`src/rtl/sys_master_arbiter_pkg.sv`:
```
// Shared types for the system-master arbiter: FSM state encodings and requester count.
package sys_master_arbiter_pkg;

   localparam int NUM_SYS_MASTERS = 2;

   typedef enum logic [1:0] {W_IDLE, W_ADDR, W_DATA, W_RESP} wr_state_e;
   typedef enum logic [1:0] {R_IDLE, R_ADDR, R_DATA} rd_state_e;

endpackage

```
`src/rtl/sys_master_arbiter_rr.sv`:
```
// 2-way round-robin grant; combinational grant, registered pointer that flips to the
// other requester after every grant so simultaneous requests alternate.
module sys_arb_rr
   import sys_master_arbiter_pkg::*;
(
   input  logic                       clk,
   input  logic                       rst_n,
   input  logic                       arb_en,
   input  logic [NUM_SYS_MASTERS-1:0] req,
   output logic                       gnt_vld,
   output logic                       gnt_idx
);

   logic ptr;

   always_comb begin
      gnt_vld = arb_en && (req != '0);
      if (req[0] && req[1]) gnt_idx = ptr;
      else                  gnt_idx = req[1];
   end

   always_ff @(posedge clk or negedge rst_n) begin
      if (!rst_n)       ptr <= 1'b0;
      else if (gnt_vld) ptr <= ~gnt_idx;
   end

endmodule

```
`src/rtl/sys_master_arbiter.sv`:
```
// 2-to-1 AXI4 arbiter, independent write/read round-robin, one outstanding transaction
// per direction. Optional grant counters when SYS_ARB_STATS_EN is defined.
module sys_master_arbiter
   import sys_master_arbiter_pkg::*;
#(
   parameter int ADDR_WIDTH  = 32,
   parameter int DATA_WIDTH  = 32,
   parameter int ID_WIDTH    = 2
`ifdef SYS_ARB_STATS_EN
  ,parameter int STATS_WIDTH = 32
`endif
)(
   input  logic                    clk_i,
   input  logic                    rstn_i,
   // requester 0
   input  logic [ID_WIDTH-1:0]     s0_axi_awid, s0_axi_arid,
   input  logic [ADDR_WIDTH-1:0]   s0_axi_awaddr, s0_axi_araddr,
   input  logic [7:0]              s0_axi_awlen, s0_axi_arlen,
   input  logic [2:0]              s0_axi_awsize, s0_axi_arsize, s0_axi_awprot, s0_axi_arprot,
   input  logic [1:0]              s0_axi_awburst, s0_axi_arburst,
   input  logic                    s0_axi_awlock, s0_axi_arlock,
   input  logic [3:0]              s0_axi_awcache, s0_axi_arcache, s0_axi_awqos, s0_axi_arqos,
   input  logic [3:0]              s0_axi_awregion, s0_axi_arregion,
   input  logic                    s0_axi_awvalid, s0_axi_arvalid,
   output logic                    s0_axi_awready, s0_axi_arready,
   input  logic [DATA_WIDTH-1:0]   s0_axi_wdata,
   input  logic [DATA_WIDTH/8-1:0] s0_axi_wstrb,
   input  logic                    s0_axi_wlast, s0_axi_wvalid,
   output logic                    s0_axi_wready,
   output logic [ID_WIDTH-1:0]     s0_axi_bid, s0_axi_rid,
   output logic [1:0]              s0_axi_bresp, s0_axi_rresp,
   output logic                    s0_axi_bvalid,
   input  logic                    s0_axi_bready,
   output logic [DATA_WIDTH-1:0]   s0_axi_rdata,
   output logic                    s0_axi_rlast, s0_axi_rvalid,
   input  logic                    s0_axi_rready,
   // requester 1
   input  logic [ID_WIDTH-1:0]     s1_axi_awid, s1_axi_arid,
   input  logic [ADDR_WIDTH-1:0]   s1_axi_awaddr, s1_axi_araddr,
   input  logic [7:0]              s1_axi_awlen, s1_axi_arlen,
   input  logic [2:0]              s1_axi_awsize, s1_axi_arsize, s1_axi_awprot, s1_axi_arprot,
   input  logic [1:0]              s1_axi_awburst, s1_axi_arburst,
   input  logic                    s1_axi_awlock, s1_axi_arlock,
   input  logic [3:0]              s1_axi_awcache, s1_axi_arcache, s1_axi_awqos, s1_axi_arqos,
   input  logic [3:0]              s1_axi_awregion, s1_axi_arregion,
   input  logic                    s1_axi_awvalid, s1_axi_arvalid,
   output logic                    s1_axi_awready, s1_axi_arready,
   input  logic [DATA_WIDTH-1:0]   s1_axi_wdata,
   input  logic [DATA_WIDTH/8-1:0] s1_axi_wstrb,
   input  logic                    s1_axi_wlast, s1_axi_wvalid,
   output logic                    s1_axi_wready,
   output logic [ID_WIDTH-1:0]     s1_axi_bid, s1_axi_rid,
   output logic [1:0]              s1_axi_bresp, s1_axi_rresp,
   output logic                    s1_axi_bvalid,
   input  logic                    s1_axi_bready,
   output logic [DATA_WIDTH-1:0]   s1_axi_rdata,
   output logic                    s1_axi_rlast, s1_axi_rvalid,
   input  logic                    s1_axi_rready,
   // crossbar side
   output logic [ID_WIDTH-1:0]     m_axi_awid, m_axi_arid,
   output logic [ADDR_WIDTH-1:0]   m_axi_awaddr, m_axi_araddr,
   output logic [7:0]              m_axi_awlen, m_axi_arlen,
   output logic [2:0]              m_axi_awsize, m_axi_arsize, m_axi_awprot, m_axi_arprot,
   output logic [1:0]              m_axi_awburst, m_axi_arburst,
   output logic                    m_axi_awlock, m_axi_arlock,
   output logic [3:0]              m_axi_awcache, m_axi_arcache, m_axi_awqos, m_axi_arqos,
   output logic [3:0]              m_axi_awregion, m_axi_arregion,
   output logic                    m_axi_awvalid, m_axi_arvalid,
   input  logic                    m_axi_awready, m_axi_arready,
   output logic [DATA_WIDTH-1:0]   m_axi_wdata,
   output logic [DATA_WIDTH/8-1:0] m_axi_wstrb,
   output logic                    m_axi_wlast, m_axi_wvalid,
   input  logic                    m_axi_wready,
   input  logic [ID_WIDTH-1:0]     m_axi_bid, m_axi_rid,
   input  logic [1:0]              m_axi_bresp, m_axi_rresp,
   input  logic                    m_axi_bvalid,
   output logic                    m_axi_bready,
   input  logic [DATA_WIDTH-1:0]   m_axi_rdata,
   input  logic                    m_axi_rlast, m_axi_rvalid,
   output logic                    m_axi_rready,
   // status
   output logic                    wr_owner_o,
   output logic                    rd_owner_o,
   output logic                    wr_busy_o,
   output logic                    rd_busy_o
`ifdef SYS_ARB_STATS_EN
  ,output logic [STATS_WIDTH-1:0]  wr_grants0_o,
   output logic [STATS_WIDTH-1:0]  wr_grants1_o,
   output logic [STATS_WIDTH-1:0]  rd_grants0_o,
   output logic [STATS_WIDTH-1:0]  rd_grants1_o
`endif
);

   wr_state_e wr_state;
   rd_state_e rd_state;
   logic      wr_owner, rd_owner;
   logic      wr_gnt_vld, wr_gnt_idx, rd_gnt_vld, rd_gnt_idx;
   logic      in_w_addr, in_w_data, in_w_resp, in_r_addr, in_r_data;

   assign in_w_addr = (wr_state == W_ADDR);
   assign in_w_data = (wr_state == W_DATA);
   assign in_w_resp = (wr_state == W_RESP);
   assign in_r_addr = (rd_state == R_ADDR);
   assign in_r_data = (rd_state == R_DATA);

   sys_arb_rr u_wr_rr (
      .clk(clk_i), .rst_n(rstn_i), .arb_en(wr_state == W_IDLE),
      .req({s1_axi_awvalid, s0_axi_awvalid}), .gnt_vld(wr_gnt_vld), .gnt_idx(wr_gnt_idx)
   );

   sys_arb_rr u_rd_rr (
      .clk(clk_i), .rst_n(rstn_i), .arb_en(rd_state == R_IDLE),
      .req({s1_axi_arvalid, s0_axi_arvalid}), .gnt_vld(rd_gnt_vld), .gnt_idx(rd_gnt_idx)
   );

   always_ff @(posedge clk_i or negedge rstn_i) begin
      if (!rstn_i) begin
         wr_state <= W_IDLE;
         wr_owner <= 1'b0;
      end else begin
         case (wr_state)
            W_IDLE: if (wr_gnt_vld) begin
               wr_owner <= wr_gnt_idx;
               wr_state <= W_ADDR;
            end
            W_ADDR:  if (m_axi_awvalid && m_axi_awready) wr_state <= W_DATA;
            W_DATA:  if (m_axi_wvalid && m_axi_wready && m_axi_wlast) wr_state <= W_RESP;
            W_RESP:  if (m_axi_bvalid && m_axi_bready) wr_state <= W_IDLE;
            default: wr_state <= W_IDLE;
         endcase
      end
   end

   always_ff @(posedge clk_i or negedge rstn_i) begin
      if (!rstn_i) begin
         rd_state <= R_IDLE;
         rd_owner <= 1'b0;
      end else begin
         case (rd_state)
            R_IDLE: if (rd_gnt_vld) begin
               rd_owner <= rd_gnt_idx;
               rd_state <= R_ADDR;
            end
            R_ADDR:  if (m_axi_arvalid && m_axi_arready) rd_state <= R_DATA;
            R_DATA:  if (m_axi_rvalid && m_axi_rready && m_axi_rlast) rd_state <= R_IDLE;
            default: rd_state <= R_IDLE;
         endcase
      end
   end

   assign wr_owner_o = wr_owner;
   assign rd_owner_o = rd_owner;
   assign wr_busy_o  = (wr_state != W_IDLE);
   assign rd_busy_o  = (rd_state != R_IDLE);

   // Payload always follows the owner; only the valids/readies are gated by state.
   assign m_axi_awid     = wr_owner ? s1_axi_awid     : s0_axi_awid;
   assign m_axi_awaddr   = wr_owner ? s1_axi_awaddr   : s0_axi_awaddr;
   assign m_axi_awlen    = wr_owner ? s1_axi_awlen    : s0_axi_awlen;
   assign m_axi_awsize   = wr_owner ? s1_axi_awsize   : s0_axi_awsize;
   assign m_axi_awburst  = wr_owner ? s1_axi_awburst  : s0_axi_awburst;
   assign m_axi_awlock   = wr_owner ? s1_axi_awlock   : s0_axi_awlock;
   assign m_axi_awcache  = wr_owner ? s1_axi_awcache  : s0_axi_awcache;
   assign m_axi_awprot   = wr_owner ? s1_axi_awprot   : s0_axi_awprot;
   assign m_axi_awqos    = wr_owner ? s1_axi_awqos    : s0_axi_awqos;
   assign m_axi_awregion = wr_owner ? s1_axi_awregion : s0_axi_awregion;
   assign m_axi_awvalid  = in_w_addr && (wr_owner ? s1_axi_awvalid : s0_axi_awvalid);
   assign s0_axi_awready = in_w_addr && !wr_owner && m_axi_awready;
   assign s1_axi_awready = in_w_addr &&  wr_owner && m_axi_awready;

   assign m_axi_wdata    = wr_owner ? s1_axi_wdata : s0_axi_wdata;
   assign m_axi_wstrb    = wr_owner ? s1_axi_wstrb : s0_axi_wstrb;
   assign m_axi_wlast    = wr_owner ? s1_axi_wlast : s0_axi_wlast;
   assign m_axi_wvalid   = in_w_data && (wr_owner ? s1_axi_wvalid : s0_axi_wvalid);
   assign s0_axi_wready  = in_w_data && !wr_owner && m_axi_wready;
   assign s1_axi_wready  = in_w_data &&  wr_owner && m_axi_wready;

   assign s0_axi_bid     = m_axi_bid;
   assign s1_axi_bid     = m_axi_bid;
   assign s0_axi_bresp   = m_axi_bresp;
   assign s1_axi_bresp   = m_axi_bresp;
   assign s0_axi_bvalid  = in_w_resp && !wr_owner && m_axi_bvalid;
   assign s1_axi_bvalid  = in_w_resp &&  wr_owner && m_axi_bvalid;
   assign m_axi_bready   = in_w_resp && (wr_owner ? s1_axi_bready : s0_axi_bready);

   assign m_axi_arid     = rd_owner ? s1_axi_arid     : s0_axi_arid;
   assign m_axi_araddr   = rd_owner ? s1_axi_araddr   : s0_axi_araddr;
   assign m_axi_arlen    = rd_owner ? s1_axi_arlen    : s0_axi_arlen;
   assign m_axi_arsize   = rd_owner ? s1_axi_arsize   : s0_axi_arsize;
   assign m_axi_arburst  = rd_owner ? s1_axi_arburst  : s0_axi_arburst;
   assign m_axi_arlock   = rd_owner ? s1_axi_arlock   : s0_axi_arlock;
   assign m_axi_arcache  = rd_owner ? s1_axi_arcache  : s0_axi_arcache;
   assign m_axi_arprot   = rd_owner ? s1_axi_arprot   : s0_axi_arprot;
   assign m_axi_arqos    = rd_owner ? s1_axi_arqos    : s0_axi_arqos;
   assign m_axi_arregion = rd_owner ? s1_axi_arregion : s0_axi_arregion;
   assign m_axi_arvalid  = in_r_addr && (rd_owner ? s1_axi_arvalid : s0_axi_arvalid);
   assign s0_axi_arready = in_r_addr && !rd_owner && m_axi_arready;
   assign s1_axi_arready = in_r_addr &&  rd_owner && m_axi_arready;

   assign s0_axi_rid     = m_axi_rid;
   assign s1_axi_rid     = m_axi_rid;
   assign s0_axi_rdata   = m_axi_rdata;
   assign s1_axi_rdata   = m_axi_rdata;
   assign s0_axi_rresp   = m_axi_rresp;
   assign s1_axi_rresp   = m_axi_rresp;
   assign s0_axi_rlast   = m_axi_rlast;
   assign s1_axi_rlast   = m_axi_rlast;
   assign s0_axi_rvalid  = in_r_data && !rd_owner && m_axi_rvalid;
   assign s1_axi_rvalid  = in_r_data &&  rd_owner && m_axi_rvalid;
   assign m_axi_rready   = in_r_data && (rd_owner ? s1_axi_rready : s0_axi_rready);

`ifdef SYS_ARB_STATS_EN
   localparam logic [STATS_WIDTH-1:0] STATS_ONE = STATS_WIDTH'(1);

   // Saturating grant counters; they stop at all-ones rather than wrapping.
   always_ff @(posedge clk_i or negedge rstn_i) begin
      if (!rstn_i) begin
         wr_grants0_o <= '0;
         wr_grants1_o <= '0;
         rd_grants0_o <= '0;
         rd_grants1_o <= '0;
      end else begin
         if (wr_gnt_vld && !wr_gnt_idx && (wr_grants0_o != '1)) wr_grants0_o <= wr_grants0_o + STATS_ONE;
         if (wr_gnt_vld &&  wr_gnt_idx && (wr_grants1_o != '1)) wr_grants1_o <= wr_grants1_o + STATS_ONE;
         if (rd_gnt_vld && !rd_gnt_idx && (rd_grants0_o != '1)) rd_grants0_o <= rd_grants0_o + STATS_ONE;
         if (rd_gnt_vld &&  rd_gnt_idx && (rd_grants1_o != '1)) rd_grants1_o <= rd_grants1_o + STATS_ONE;
      end
   end
`endif

endmodule

```
`config.mk`:
```
export PLATFORM = sky130hd
export DESIGN_NAME = sys_master_arbiter
export DESIGN_NICKNAME = d
export VERILOG_FILES = /design/src/rtl/sys_master_arbiter_pkg.sv /design/src/rtl/sys_master_arbiter_rr.sv /design/src/rtl/sys_master_arbiter.sv
export SDC_FILE = /design/constraint.sdc
export NUM_CORES = 1
export LEC_CHECK = 0
export CAP_MARGIN = 30
export CORE_AREA = 3 3 251 253
export CTS_CLUSTER_SIZE = 25
export DETAILED_ROUTE_END_ITERATION = 16
export DIE_AREA = 0 0 254 256
export PLACE_DENSITY = 0.37
export REMOVE_ABC_BUFFERS = 1
export SYNTH_ARGS = -nofsm -noshare
export SYNTH_HDL_FRONTEND = slang
export SYNTH_SLANG_ARGS = --single-unit
```
`constraint.sdc`:
```
create_clock -name clk_i -period 1.7 [get_ports clk_i]
set_input_delay 0.255 -clock clk_i [delete_from_list [all_inputs] [get_ports clk_i]]
set_output_delay 0.255 -clock clk_i [all_outputs]
set_load 0.005 [all_outputs]
```
## Word-level counts from Yosys, hierarchy flattened

Cells that the tools add are included.

- Register bits after elaboration: 8
- Memory bits (writable): 0
- Input port bits: 384
- Memories kept: 0
- Bits in latches: 0
- Bits in read-only memories: 0
- Logic and storage cells: 107
- Output and inout bits: 264

- Div/mod/pow operators: 0
- Bitwise operators: 2
- Multipliers: 0
- Order comparisons: 0
- Reductions and logical operators: 48
- Add/sub/neg operators: 0
- Equality and inequality tests: 12
- Shift operators: 0
- Mux-type cells: 39

Operators with widths:

| kind | number |
|---|---|
| $mux 32 | 3 |
| $logic_and 1x1->1 | 36 |
| $mux 4 | 7 |
| $mux 2 | 11 |
| $mux 8 | 2 |
| $mux 3 | 4 |
| $mux 1 | 10 |
| $ne 2x1->1 const B | 5 |
| $pmux 2 s4 | 1 |
| $reduce_bool 2->1 | 4 |
| $eq 2x2->1 const B | 3 |
| $pmux 2 s3 | 1 |
| $eq 2x1->1 const B | 2 |
| $logic_not 2->1 | 2 |
| $ne 2x2->1 const B | 2 |
| $reduce_and 2->1 | 2 |
| $reduce_and 4->1 | 1 |
| $reduce_and 3->1 | 1 |
| $logic_not 1->1 | 2 |
| $not 1->1 | 2 |

## Logic depth before layout (Yosys ltp)

- Depth after elaboration: 6
- Mapped depth: 6
- Mapped depth without buffers: 6

## Hierarchy

A second synthesis with hierarchy kept.

- Cells, all modules: 336
- Area, all modules: 3170.5 um2

By module, submodules not included:

| module | cells each | times used | area each (um2) | seq. area each (um2) |
|---|---|---|---|---|
| sys_master_arbiter | 324 | 1 | 3060.4 | 150.1 |
| sys_arb_rr | 6 | 2 | 55.1 | 25.0 |

## Worst setup path after synthesis

No wires, ideal clock.

- Path type: flip-flop to flip-flop
- Start point: register wr_state[0]
- End point: register wr_state[1]
- Stages on the path, launching flop included: 7
- Arrival time: 1.462 ns
- Setup slack: 0.111 ns
- Data required time: 1.573 ns
- Clock period less this slack: 1.589 ns
- Setup time: 0.127 ns
- Path buffers: 0
- Cell sequence: dfrtp_1 -> inv_1 -> ha_1 -> inv_1 -> a2bb2oi_1 -> o2111a_2 -> mux2_1

- Cells in the longest elaborated chain, start to end: 6
- Elaborated cells between the ends (all ways): 18
- Classes of those cells: 7 x eq/ne; 1 x mux; 10 x reduce/logical

RTL lines:

| item | line | text |
|---|---|---|
| start, declared | sys_master_arbiter.sv:94 | `wr_state_e wr_state;` |
| start signal, assigned | sys_master_arbiter.sv:118 | `wr_state <= W_IDLE;` |
| start signal, assigned | sys_master_arbiter.sv:124 | `wr_state <= W_ADDR;` |
| start signal, assigned | sys_master_arbiter.sv:126 | `W_ADDR: if (m_axi_awvalid && m_axi_awready) wr_state <= W_DATA;` |
| $eq 2x2->1 | sys_master_arbiter.sv:101, sys_master_arbiter.sv:121 |  |
| $logic_and 1x1->1 | sys_master_arbiter.sv:174 | `assign m_axi_wvalid = in_w_data && (wr_owner ? s1_axi_wvalid : s0_axi_wvalid);` |
| $logic_and 1x1->1 (2 in a row) | sys_master_arbiter.sv:127 | `W_DATA: if (m_axi_wvalid && m_axi_wready && m_axi_wlast) wr_state <= W_RESP;` |
| $ne 2x1->1 (no line) | n/a |  |
| $reduce_and 4->1 (no line) | n/a |  |

Several ways; a longest one is shown, not always the timed one.
A chain may end at the register's enable or synchronous reset.

## Worst setup path after layout

- Start point: register wr_owner (netlist: wr_owner_o)
- End point: output m_axi_awcache[2]

- Cells in the longest elaborated chain, start to end: 1

RTL lines:

| item | line | text |
|---|---|---|
| start, declared | sys_master_arbiter.sv:96 | `logic wr_owner, rd_owner;` |
| start signal, assigned | sys_master_arbiter.sv:123 | `wr_owner <= wr_gnt_idx;` |
| $mux 4 | sys_master_arbiter.sv:163 | `assign m_axi_awcache = wr_owner ? s1_axi_awcache : s0_axi_awcache;` |
| end, declared | sys_master_arbiter.sv:66 | `output logic [3:0] m_axi_awcache, m_axi_arcache, m_axi_awqos, m_axi_arqos,` |

No other way between the ends.

==> results.rst <==
.. list-table::
   :header-rows: 1

   * - Metric
     - Value
   * - Slack of the worst reg-to-reg path
     - -230 ps
   * - CTS HTree Levels
     - 1
   * - Antenna Violating Nets Remaining
     - 0
   * - Kind of cell adding the most delay to the critical path
     - buffers and inverters
   * - Avg Inst Size Synth
     - 9.30 um^2
   * - Classification of the worst setup path
     - register to output pin
   * - Slowest-stage cell, CP
     - sky130_fd_sc_hd__dfrtp_4
   * - Count of placed standard cells including taps
     - 1597
   * - Setup repair after global routing missed its margin
     - true
   * - Synth top area share
     - 58.0%
   * - Data arrival time at the worst-slack endpoint
     - 1710 ps
   * - Initial Util
     - 5.13%
   * - Stage delay of the slowest cell on the critical path
     - 520 ps
   * - Library cell with the highest instance count after synthesis
     - sky130_fd_sc_hd__mux2_2
   * - Number of antenna violations at the first check in global routing
     - 14
   * - CTS Root Buffer Type
     - sky130_fd_sc_hd__clkbuf_16
   * - Last weighted congestion value of the routability-driven placer
     - 0.781
   * - Placement-stage worst setup slack
     - -590 ps
   * - Net count of the finished layout
     - 1281
   * - Share of the clock period used by the worst path after layout
     - 116%
   * - Routed length per placed instance
     - 21.6 um
   * - Die Outline Area
     - 65000 um^2
   * - Largest voltage drop on the vdd net
     - 0.512 mV
   * - DRT Wirelength
     - 36.4 mm
   * - Final Max Slew Viols
     - 0
   * - Via total after detailed routing
     - 5054
   * - Number of primary I/O pins
     - 648
   * - Count of final setup violators
     - 149
   * - Most numerous cell types in the synthesized netlist
     - sky130_fd_sc_hd__mux2_2 (162), sky130_fd_sc_hd__buf_4 (83), sky130_fd_sc_hd__buf_2 (19), sky130_fd_sc_hd__nor2_1 (12), sky130_fd_sc_hd__inv_1 (11)
   * - TritonCTS clock tree
     - built
   * - Worst Max-Slew Pin Slew
     - 212 ps
   * - Drt drc
     - 0
   * - Startpoint type of the worst setup path
     - register
   * - DR vias/cell
     - 3.00
   * - Element type at the critical path end
     - output pin
   * - Synthesized netlist cell count
     - 338
   * - Switching part of the total power
     - 34.6%
   * - Placeable core region
     - 61300 um^2
   * - Number of buffers inserted during clock tree synthesis
     - 3
   * - Count of clock tree sinks
     - 8
   * - Placement Rows
     - 91
   * - Share of power burned in combinational logic
     - 93.1%
   * - Worst Path Max Fanout
     - 6
   * - Cell-by-cell listing of the critical path
     - buf_12 -> buf_8 -> buf_6 -> buf_6 -> mux2_4 -> buf_6
   * - Result of the run
     - complete, but fails checks
   * - Async set-or-reset flop fraction in the synthesized netlist
     - 100%
   * - Ranking of synthesized cells by area
     - sky130_fd_sc_hd__mux2_2 (58%), sky130_fd_sc_hd__buf_4 (20%), sky130_fd_sc_hd__dfrtp_1 (6.4%)
   * - Clock tree skew after final layout
     - 0.0948 ps
   * - Required time of the worst setup path
     - 1440 ps
   * - Max Root-Sink Buffers
     - 2
   * - PwrDens
     - 1180 nW/um^2
   * - Setup WS post-layout
     - -264 ps
   * - DP HPWL
     - 30.5 mm
   * - Clock latency of the later-clocked register in the worst-skew pair
     - 240 ps
   * - Number of DRC markers in iteration 0
     - 123
   * - Reg2reg start
     - wr_owner_o
   * - Part of the Yosys area used for sequential elements
     - 6.37%
   * - Yosys top cell by area
     - sky130_fd_sc_hd__mux2_2
   * - GRT overflow
     - 0
   * - Worst Hold Margin
     - 327 ps
   * - Via count of the first global-routing pass
     - 5566
   * - Combined buffer and inverter count along the critical path
     - 5
   * - Most used cell, CP
     - sky130_fd_sc_hd__buf_6
   * - Vert. Die Dim
     - 256 um
   * - Pin count of the biggest net entering global routing
     - 21
   * - Peak clock frequency supported by timing
     - 0.509 GHz
   * - Max-cap violations
     - 0
   * - Number of enable flip-flop cells after synthesis
     - 0
   * - Wire length of the first global-routing pass
     - 44.5 mm
   * - Tightest Hold Check Type
     - input pin to async pin
   * - Port Buf Inserts
     - 527
   * - Layout overhead on the synthesized area
     - 227%
   * - Layout cell share with drive strength beyond 1
     - 54.3%
   * - Endpoints failing hold
     - 0
   * - First-pass DRT Iterations
     - 4
   * - Headroom to the max-slew limit
     - 85.6%
   * - Die width
     - 254 um
   * - Layout Cells excl Fill
     - 1682
   * - Violated checks
     - negative setup slack
   * - Sequential share of power
     - 3.5%
   * - Tot GR Track Use
     - 9.89%
   * - Post-layout min period
     - 1960 ps
   * - Logic depth of the worst register-to-register path
     - 6
   * - Sw power
     - 4.20 mW
   * - Combined area of all synthesized cells
     - 3140 um^2
   * - Internal cell power
     - 7.94 mW
   * - Synth Flop Type
     - sky130_fd_sc_hd__dfrtp_1
   * - Cell leakage power
     - 4.31 nW
   * - Clock Pin Slew Worst Setup and Hold Paths
     - 40 ps
   * - Fraction of power consumed by the clock network
     - 3.5%
   * - Post-synthesis register bit count
     - 8
   * - Synth warn
     - 0
   * - Number of different library cells in the post-synthesis netlist
     - 24
   * - Capture instance of the worst register-to-register path
     - wr_state[1]
-- placed cells by master (no fill, tap or decap), types with 4 or more instances in the layout --
master,count
sky130_fd_sc_hd__nor2_1,8
sky130_fd_sc_hd__buf_8,8
sky130_fd_sc_hd__buf_2,40
sky130_fd_sc_hd__clkdlybuf4s50_1,343
sky130_fd_sc_hd__mux2_4,49
sky130_fd_sc_hd__a21oi_1,4
sky130_fd_sc_hd__dfrtp_1,6
sky130_fd_sc_hd__buf_12,14
sky130_fd_sc_hd__mux2_2,114
sky130_fd_sc_hd__dlygate4sd2_1,5
sky130_fd_sc_hd__clkbuf_2,57
sky130_fd_sc_hd__buf_16,5
sky130_fd_sc_hd__a31oi_1,4
sky130_fd_sc_hd__clkdlybuf4s15_1,8
sky130_fd_sc_hd__buf_6,100
sky130_fd_sc_hd__clkbuf_16,12
sky130_fd_sc_hd__buf_4,53
sky130_fd_sc_hd__inv_1,8
sky130_fd_sc_hd__clkdlybuf4s15_2,8
-- per-layer routing --
metal	track usage (%)	share of wire (%)	routed length [um]	vias up
met5	1.20	0.13	49	-
met4	0.0796	0.86	311	2
met3	4.34	11	4140	39
met2	19.0	51	18500	510
met1	10.3	37	13400	2285
li1	-	-	-	2218
-- worst max path at each step --
stage / startpoint / endpoint / cells after the start
floorplan: wr_owner_o / wr_state[1] / 4
CTS: rd_owner_o / m_axi_arqos[1] / 4
global placement: m_axi_bvalid / s1_axi_bvalid / 5
global route: rd_owner_o / m_axi_araddr[27] / 7
detailed placement: m_axi_bvalid / s1_axi_bvalid / 5
finish: wr_owner_o / m_axi_awcache[2] / 6
-- power by group through the flow --
stage	clock network [mW]	logic [mW]	registers, mW
finish	0.419	11.3	0.422
global placement	0	8.20	0.465
CTS	0.446	9.59	0.402
detailed placement	0	8.12	0.465
floorplan	0	2.29	0.811
global route	0.459	12.0	0.438
-- flip-flops by register name (all words and copies together), names as in the netlist --
register and flops:
u_wr_rr.ptr 1, wr_state 2, wr_owner_o 1, u_rd_rr.ptr 1
rd_owner_o 1, rd_state 2
-- what timing repair did --
item | CTS | global route
setup buffers | 40 | 33
hold buffers | 0 | 0
resized for setup | 489 | 316
gates cloned | 8 | 10
pin swaps | 6 | 7
endpoints found under the setup margin | 182 | 177
-- stage by stage --
stage	total power, mW	utilization (%)	TNS, ps	area (um^2)
after floorplan	3.10	-	-224610	2430
after global placement	8.66	14.9	-24770	9110
after detailed placement	8.59	14.9	-23970	9110
after CTS	10.4	15.7	-31650	9610
after global routing	12.9	16.8	-26840	10300
final	12.1	16.8	-19060	10300
-- cell type report --
class / instances / area, um^2
diodes: 1 / 2.50
inverters: 11 / 46.3
flip-flops and latches: 8 / 205
fillers: 6872 / 51000
well taps: 790 / 988
clock buffers: 3 / 75.1
multi-input cells: 217 / 2510
repair buffers: 652 / 6440
-- logic make-up after synthesis --
group	after synthesis	synth area share [%]
buf+inv	113	24.2
simple gates	28	4.14
compound gates	15	3.14
fa+ha+maj	4	1.59
mux	170	60.6
flops	8	6.37
(Power assumes the default switching activity.)
